[src/rtl/fir_tap_pkg.sv]
`default_nettype none
// ============================================================================
// Module   : fir_tap_pkg
// Purpose  : Shared types and default coefficient sets for the FIR chain
//            (fir_direct / poly_deci / poly_intp) and its tap loader.
// Contents : ldr_state_t  - loader FSM state
//            TAP_LP010    - 21-tap Hamming low-pass, fc = 0.1 fs, Q1.15
//            TAP_LP008    - 21-tap Hamming low-pass, fc = 0.08 fs, Q1.15
// Revision : 1.0 - initial release
// ============================================================================
package fir_tap_pkg;

    typedef enum logic [1:0] {
        IDLE  = 2'd0,
        LOAD  = 2'd1,
        ARMED = 2'd2
    } ldr_state_t;

    // Symmetric sets, listed tap[20] down to tap[0]; DC gain normalised to 1.0.
    localparam logic [20:0][15:0] TAP_LP010 = {
        16'h0000, 16'hFFBA, 16'hFF31, 16'hFE84, 16'hFE6B, 16'h0000, 16'h0411,
        16'h0A6D, 16'h1199, 16'h1750, 16'h197E, 16'h1750, 16'h1199, 16'h0A6D,
        16'h0411, 16'h0000, 16'hFE6B, 16'hFE84, 16'hFF31, 16'hFFBA, 16'h0000
    };

    localparam logic [20:0][15:0] TAP_LP008 = {
        16'hFFB0, 16'hFF8A, 16'hFF55, 16'hFF6B, 16'h0058, 16'h029D, 16'h065B,
        16'h0B1A, 16'h0FDC, 16'h1366, 16'h14B4, 16'h1366, 16'h0FDC, 16'h0B1A,
        16'h065B, 16'h029D, 16'h0058, 16'hFF6B, 16'hFF55, 16'hFF8A, 16'hFFB0
    };

endpackage
`default_nettype wire

[src/rtl/tap_bank.sv]
`default_nettype none
// ============================================================================
// Module   : tap_bank
// Purpose  : TAP_LEN x WIDTH coefficient register array. One word can be
//            written by index, or the whole array loaded in parallel; the
//            parallel load has priority.
// Ports    : clk_i      - clock, rising edge
//            rst_ni     - asynchronous reset, active low (loads RST_VAL)
//            wr_en_i    - write wr_data_i into entry wr_idx_i
//            wr_idx_i   - entry index for single-word write
//            wr_data_i  - single-word write data
//            ld_en_i    - load ld_data_i into every entry
//            ld_data_i  - parallel load data
//            taps_o     - current contents (registered)
// Revision : 1.0 - initial release
// ============================================================================
module tap_bank #(
    parameter int TAP_LEN = 21,
    parameter int WIDTH   = 16,
    parameter int IDX_W   = 5,
    parameter logic [TAP_LEN-1:0][WIDTH-1:0] RST_VAL = '0
) (
    input  logic                            clk_i,
    input  logic                            rst_ni,
    input  logic                            wr_en_i,
    input  logic [IDX_W-1:0]                wr_idx_i,
    input  logic [WIDTH-1:0]                wr_data_i,
    input  logic                            ld_en_i,
    input  logic [TAP_LEN-1:0][WIDTH-1:0]   ld_data_i,
    output logic [TAP_LEN-1:0][WIDTH-1:0]   taps_o
);

    logic [TAP_LEN-1:0][WIDTH-1:0] taps_q;

    always_ff @(posedge clk_i or negedge rst_ni) begin
        if (!rst_ni) begin
            taps_q <= RST_VAL;
        end else if (ld_en_i) begin
            taps_q <= ld_data_i;
        end else if (wr_en_i && (wr_idx_i < IDX_W'(TAP_LEN))) begin
            taps_q[wr_idx_i] <= wr_data_i;
        end
    end

    assign taps_o = taps_q;

endmodule
`default_nettype wire

[src/rtl/fir_tap_loader.sv]
`default_nettype none
// ============================================================================
// Module   : fir_tap_loader
// Purpose  : Run-time coefficient controller. A new tap set streams into a
//            shadow bank; once complete it is copied atomically into the
//            active bank on the next filter sample strobe, so the filter never
//            sees a half-updated tap vector.
// Ports    : clk_i       - clock, rising edge
//            rst_ni      - asynchronous reset, active low
//            wr_valid_i  - coefficient word valid
//            wr_ready_o  - loader accepts a word this cycle
//            wr_data_i   - coefficient; first word -> tap[0]
//            wr_last_i   - final word of a set
//            sync_i      - sample strobe of the filter being configured
//            tap_o       - active coefficient bank (registered)
//            busy_o      - loading or armed
//            swapped_o   - one-cycle pulse, first cycle the new set is on tap_o
//            len_err_o   - sticky set-length error, cleared by next first word
// Revision : 1.0 - initial release
// ============================================================================
module fir_tap_loader
    import fir_tap_pkg::*;
#(
    parameter int TAP_LEN = 21,
    parameter int WIDTH   = 16,
    parameter logic [TAP_LEN-1:0][WIDTH-1:0] RST_TAPS = TAP_LP010
) (
    input  logic                            clk_i,
    input  logic                            rst_ni,
    input  logic                            wr_valid_i,
    output logic                            wr_ready_o,
    input  logic [WIDTH-1:0]                wr_data_i,
    input  logic                            wr_last_i,
    input  logic                            sync_i,
    output logic [TAP_LEN-1:0][WIDTH-1:0]   tap_o,
    output logic                            busy_o,
    output logic                            swapped_o,
    output logic                            len_err_o
);

    localparam int                c_idx_w    = (TAP_LEN > 1) ? $clog2(TAP_LEN) : 1;
    localparam logic [c_idx_w-1:0] c_last_idx = c_idx_w'(TAP_LEN - 1);

    ldr_state_t                     state_q, state_d;
    logic [c_idx_w-1:0]             idx_q, idx_d;
    logic                           len_err_q, len_err_d;
    logic                           swapped_q;
    logic                           wr_ready_q;

    logic                           w_hs;
    logic                           w_sh_we;
    logic                           w_commit;
    logic [TAP_LEN-1:0][WIDTH-1:0]  w_shadow;

    assign w_hs = wr_valid_i & wr_ready_q;

    always_comb begin
        state_d   = state_q;
        idx_d     = idx_q;
        len_err_d = len_err_q;
        w_sh_we   = 1'b0;
        w_commit  = 1'b0;
        case (state_q)
            // idx_q is always 0 in IDLE, so both states share the word path.
            IDLE, LOAD: begin
                if (w_hs) begin
                    w_sh_we = 1'b1;
                    if (state_q == IDLE) begin
                        len_err_d = 1'b0;
                    end
                    if (idx_q == c_last_idx) begin
                        idx_d = '0;
                        if (wr_last_i) begin
                            state_d = ARMED;
                        end else begin
                            len_err_d = 1'b1;
                            state_d   = IDLE;
                        end
                    end else if (wr_last_i) begin
                        idx_d     = '0;
                        len_err_d = 1'b1;
                        state_d   = IDLE;
                    end else begin
                        idx_d   = idx_q + c_idx_w'(1);
                        state_d = LOAD;
                    end
                end
            end
            ARMED: begin
                if (sync_i) begin
                    w_commit = 1'b1;
                    state_d  = IDLE;
                end
            end
            default: begin
                state_d = IDLE;
                idx_d   = '0;
            end
        endcase
    end

    // wr_ready is registered from the next state so it is low during reset
    // and falls on exactly the cycles spent in ARMED.
    always_ff @(posedge clk_i or negedge rst_ni) begin
        if (!rst_ni) begin
            state_q    <= IDLE;
            idx_q      <= '0;
            len_err_q  <= 1'b0;
            swapped_q  <= 1'b0;
            wr_ready_q <= 1'b0;
        end else begin
            state_q    <= state_d;
            idx_q      <= idx_d;
            len_err_q  <= len_err_d;
            swapped_q  <= w_commit;
            wr_ready_q <= (state_d != ARMED);
        end
    end

    tap_bank #(
        .TAP_LEN (TAP_LEN),
        .WIDTH   (WIDTH),
        .IDX_W   (c_idx_w),
        .RST_VAL (RST_TAPS)
    ) u_shadow (
        .clk_i     (clk_i),
        .rst_ni    (rst_ni),
        .wr_en_i   (w_sh_we),
        .wr_idx_i  (idx_q),
        .wr_data_i (wr_data_i),
        .ld_en_i   (1'b0),
        .ld_data_i ('0),
        .taps_o    (w_shadow)
    );

    tap_bank #(
        .TAP_LEN (TAP_LEN),
        .WIDTH   (WIDTH),
        .IDX_W   (c_idx_w),
        .RST_VAL (RST_TAPS)
    ) u_active (
        .clk_i     (clk_i),
        .rst_ni    (rst_ni),
        .wr_en_i   (1'b0),
        .wr_idx_i  ('0),
        .wr_data_i ('0),
        .ld_en_i   (w_commit),
        .ld_data_i (w_shadow),
        .taps_o    (tap_o)
    );

    assign wr_ready_o = wr_ready_q;
    assign busy_o     = (state_q != IDLE);
    assign swapped_o  = swapped_q;
    assign len_err_o  = len_err_q;

endmodule
`default_nettype wire
[config.mk]
export PLATFORM = sky130hd
export DESIGN_NAME = fir_tap_loader
export DESIGN_NICKNAME = d
export VERILOG_FILES = /design/src/rtl/fir_tap_pkg.sv /design/src/rtl/tap_bank.sv /design/src/rtl/fir_tap_loader.sv
export SDC_FILE = /design/constraint.sdc
export NUM_CORES = 1
export LEC_CHECK = 0
export CORE_MARGIN = 4
export CORE_UTILIZATION = 50
export CTS_CLUSTER_DIAMETER = 100
export DETAILED_ROUTE_END_ITERATION = 10
export GPL_TIMING_DRIVEN = 0
export PLACE_DENSITY = 0.74
export SLEW_MARGIN = 20
export SYNTH_ARGS = -nofsm -noshare
export SYNTH_HDL_FRONTEND = slang
export SYNTH_SLANG_ARGS = --single-unit
[constraint.sdc]
create_clock -name clk_i -period 2.35 [get_ports clk_i]
set_input_delay 0.235 -clock clk_i [delete_from_list [all_inputs] [get_ports clk_i]]
set_output_delay 0.235 -clock clk_i [all_outputs]
set_load 0.03 [all_outputs]
[Word level (Yosys, flattened, before mapping)]
Cells that the tools add are included.
Storage, ports and cells
  memory bits (read-only): 0
  bits in writable memories: 0
  register bits after elaboration: 682
  bits of input ports: 21
  output and inout port bits: 340
  bits in latches: 0
  memories: 0
  word-level logic and storage cells: 86
Cells by class
  add/subtract/negate cells: 1
  div/mod/pow operators: 0
  multiply operators: 0
  muxes and demuxes: 21
  reduce and logical (&&, ||, !) cells: 7
  order comparisons: 3
  bitwise gates (word level): 2
  shift-type cells: 0
  equal/unequal tests: 5
Operator list (count)
  336-bit bitwise mux: 1
  16-bit demux with 5-bit select: 1
  16-bit 2-to-1 mux: 1
  5-bit 2-to-1 mux: 3
  5-bit one-hot mux with 2 select lines: 1
  1-bit 2-to-1 mux: 9
  2-bit 2-to-1 mux: 4
  5-bit by 6-bit less-than comparator with 1-bit output, second input constant: 1
  5-bit by 1-bit adder with 5-bit output, second input constant: 1
  5-bit == test, second input constant: 1
  5-bit by 1-bit greater-or-equal comparator with 1-bit output, second input constant: 1
  5-bit less-than comparator, second input constant: 1
  2-bit != test, second input constant: 2
  2-bit one-hot mux with 2 select lines: 1
  2-bit AND reduction: 2
  2-bit by 1-bit == test with 1-bit output, second input constant: 1
  2-bit == test, second input constant: 1
  1-bit logical AND: 2
  2-bit zero test: 1
  2-bit nonzero test: 1
  2-bit OR reduction: 1
  1-bit bitwise AND: 1
  1-bit inverter: 1

[Depth between registers and ports, before layout]
  depth after elaboration: 5
  gate-level depth with buffers: 7

[By module]
A second synthesis with hierarchy kept.
Unflattened totals
  cells, all modules: 3989
  area total of the unflattened synthesis: 35858.1 µm²
Modules (own cells, without submodules)
  tap_bank: instances 2, area an instance 17649.4 µm², cells an instance 1968, seq. area each 8587.0 µm²
  fir_tap_loader: instances 1, area an instance 559.3 µm², cells an instance 53, seq. area each 250.2 µm²

[Worst setup path after synthesis]
No wires, ideal clock.
  kind: reg-to-reg
  start: reg idx_q[0]
  end: reg u_shadow.taps_q (netlist bit u_shadow.taps_o[133])
  stages on the path, launching flop included: 8
  data arrival time: 1.770 ns
  setup time: 0.125 ns
  path buffers: 2
  slack: 0.456 ns
  path through: dfrtp_1 > inv_1 > ha_1 > and4b_1 > buf_2 > nand2_2 > buf_2 > mux2_2
Between the ends
  longest elaborated chain between the ends: 5
  elaborated cells on any way between the ends: 8
  classes of those cells: 3 x order compare; 3 x mux; 2 x reduce/logical
Ends and longest elaborated chain
  start: declaration: line fir_tap_loader.sv:45  | logic [c_idx_w-1:0] idx_q, idx_d;
  start signal: assignment: line fir_tap_loader.sv:113  | idx_q <= idx_d;
  5-bit by 6-bit less-than comparator with 1-bit output (implied by the code) or 5-bit by 1-bit greater-or-equal comparator with 1-bit output (tied branches): line tap_bank.sv:41  | taps_q[wr_idx_i] <= wr_data_i;
  1-bit logical AND (implied by the code): line tap_bank.sv:41
  16-bit 2-to-1 mux (implied by the code): line tap_bank.sv:41
  16-bit demux with 5-bit select
  336-bit bitwise mux: line tap_bank.sv:41
  end signal: assignment: line tap_bank.sv:39  | taps_q <= ld_data_i;
  end signal: indexed assignment: line tap_bank.sv:41
  end: declaration: line tap_bank.sv:33  | logic [TAP_LEN-1:0][WIDTH-1:0] taps_q;
Several ways; a longest one is shown, not always the timed one.
A chain may end at the register's enable or synchronous reset.

[Worst setup path after layout]
  start: reg idx_q[0]
  end: reg u_shadow.taps_q (netlist bit u_shadow.taps_o[139])
The elaborated chain is that of the path after synthesis.

==> metrics.csv <==
metric;value;unit
Cell variety after synth;41;
Slew headroom;0.416;
Area Overhead vs Synth;27.5;%
Routed WL;66.3;mm
hold path endpoint;u_shadow.taps_o[192];
Slowest-stage cell, CP;dfrtp_1;
Max IR drop VDD;0.000553;V
number of I/O pins;361;
DR iter-0 viols;612;
hold path depth;2;
total CTS buffers;71;
Cell Area, Placed;31000;um^2
layout cells sized above 1;0.574;
synthesized area per cell;17.2;um^2
pin slew with the least headroom to its limit;0.876;ns
Worst-path clk slew;0.06;ns
Yosys reg bits;682;
R2R Path End;u_shadow.taps_o[139];
DRT Pass-1 Iters;4;
Final period util;0.951;
CTS tree;yes;
Ys Warns;0;
worst reg2reg path startpoint;idx_q[0];
WHS;0.311;ns
maximum number of pins on one net before global-route repair;110;
crit-path max FO;10;
Final Hold Vio Count;0;
# H-tree levels;3;
GR Overflow Total;0;
Worst Hold Launch;wr_data_i[0];
Setup CP Type;reg2reg;
gpl congestion;0.773;
Die Y;237;um
Max Cap Viol;0;
crit path DAT;2.72;ns
final instance area;33600;um^2
Avg WL per Cell;24.4;um
RSZ-0062 raised after global routing;no;
vias per inst;5.37;
R2R depth;7;
critical path, cell by cell;inv_1, ha_1, and4b_1, buf_2, nand2_2, clkbuf_4, mux2_2;
CP Capture Type;flop;
Root Driver;clkbuf_16;
die area;56400;um^2
clk_lat worst skew;0.61;ns
Final TNS setup;0;ns
Tmin final;2.24;ns
critical path startpoint category;flop;
row count;83;
Final ANT Viol Nets;0;
Initial Utilization;0.509;
Final Skew;0.0232;ns
# nets final;2002;
vias in the first global route;15600;
most frequent cells in the layout;619 x mux2_2, 396 x dfrtp_1, 358 x clkdlybuf4s50_1;
via total after detailed routing;14600;
clock tree buffer depth;3;
final setup vio count;0;
Syn Inst Count;1531;
Post-Syn Nets;1556;
Min-Delay Path Class;in2reg;
reg-to-reg slack, setup;0.11;ns
synthesized area;26300;um^2
most common cell after layout, fill and taps aside;mux2_2;
Max Clk Rate;447;MHz
I/O Buffers;360;
Post-route DRC;0;
P_leak;15.6;nW
antenna violations before repair;1;
overall routing resource usage;0.233;
Core Area;51700;um^2
first-pass GRT wire length;99.5;mm
die width;237;um
Clock Sinks;682;
Worst EP required;2.84;ns
Post-DP HPWL;46.9;mm
power per cell area;819;nW/um^2
sequential fraction of the synthesis area;0.662;
Slew Limit Fails;0;
status;finished, final reports clean;
Worst path max stage delay;0.42;ns
## repair_timing
action                     in CTS  in global routing
gates resized for setup         1                  7
hold endpoints to repair      124                  0
hold buffers                    4                  0
setup endpoints to repair     100                211
setup buffers                   0                  0
cloned                          0                  2
## per-stage QoR
stage	setup slack, ns	std cells	total power (W)	utilization
after CTS	0.000715	2712	0.0277	0.648
after global placement	-27.45	2571	0.0159	0.595
after global routing	0.0324	2714	0.0285	0.649
after detailed placement	-0.229	2578	0.0162	0.599
after floorplan	0.456	1531	0.0153	-
final	0.115	2716	0.0275	0.649
## state kept, by name, summed over array words and instances (netlist names)
signal           count
idx_q                5
len_err_o            1
state_q              2
swapped_o            1
u_active.taps_o    336
u_shadow.taps_o    336
wr_ready_o           1
## how the worst max path moves through the flow
stage          depth (start not counted)              endpoint  startpoint  slack (ns)
2_1_floorplan                          7  u_shadow.taps_o[133]    idx_q[0]        0.46
3_3_place_gp                           1  u_active.taps_o[231]      rst_ni      -27.45
3_5_place_dp                           5   u_active.taps_o[85]      sync_i       -0.23
4_1_cts                                3                busy_o  state_q[1]      0.0007
5_1_grt                                7  u_shadow.taps_o[141]    idx_q[0]        0.03
6_report                               7  u_shadow.taps_o[139]    idx_q[0]        0.11
## synth_stat cells (all sizes together)
cell type | n | share of area
o21ai | 4 | 0.00076
nand4b | 1 | 0.00033
nor2b | 1 | 0.00024
nor3 | 5 | 0.0029
a32o | 1 | 0.00038
a31oi | 1 | 0.00024
a21oi | 3 | 0.00057
dfstp | 286 | 0.29
and4b | 5 | 0.0019
clkbuf | 35 | 0.0050
or2 | 1 | 0.00024
xnor2 | 1 | 0.00033
and3b | 1 | 0.00033
and4bb | 1 | 0.00048
buf | 64 | 0.016
o2bb2ai | 1 | 0.00033
and3 | 1 | 0.00024
dfrtp | 396 | 0.38
o21a | 1 | 0.00029
or3 | 1 | 0.00024
ha | 4 | 0.0019
nor3b | 3 | 0.0021
xor2 | 1 | 0.00033
or4 | 1 | 0.00029
mux2 | 672 | 0.29
nand3b | 3 | 0.0015
nand3 | 6 | 0.0011
nor2 | 1 | 0.00014
nand2 | 21 | 0.0053
inv | 7 | 0.0010
nand4 | 2 | 0.0010
## logic make-up (layout without fill, tap and decap cells)
family,count (synthesis),in the layout,share of synthesized area
flip-flops,682,682,0.662
multiplexers,672,672,0.293
other,0,2,0
buffers and inverters,106,609,0.0215
AND/OR/NAND/NOR,54,54,0.0183
AO/OA/AOI/OAI,11,11,0.00257
adder cells (fa/ha/maj),4,4,0.00190
XOR/XNOR,2,2,0.000665
## worst max-delay path: cells and delay by family (launching register included)
kind | cells | cell delay, ns
buf+inv | 3 | 0.59
flops | 1 | 0.42
simple gates | 2 | 0.48
mux | 1 | 0.36
fa+ha+maj | 1 | 0.26
## power breakdown
group | switching [W] | internal (W)
clock | 0.00469 | 0.00679
combinational | 0.000929 | 0.00124
sequential | 0.000592 | 0.0132
## layer usage
layer	up-vias	share of wire	GRT usage
met3	87	0.059	0.0600
met2	338	0.49	0.384
met1	7857	0.43	0.310
met4	0	0.022	0.0637
li1	6297	-	-
met5	-	0	0
## final cells by class
class | instances | area (um^2)
well taps | 680 | 851
clock inverters | 24 | 289
diodes | 2 | 5.00
fillers | 3661 | 18200
multi-input cells | 743 | 8340
plain buffers | 99 | 549
flip-flops and latches | 682 | 17400
clock buffers | 106 | 2130
repair buffers | 373 | 3950
inverters | 7 | 26.3
Power figures use the tool's default switching activity.
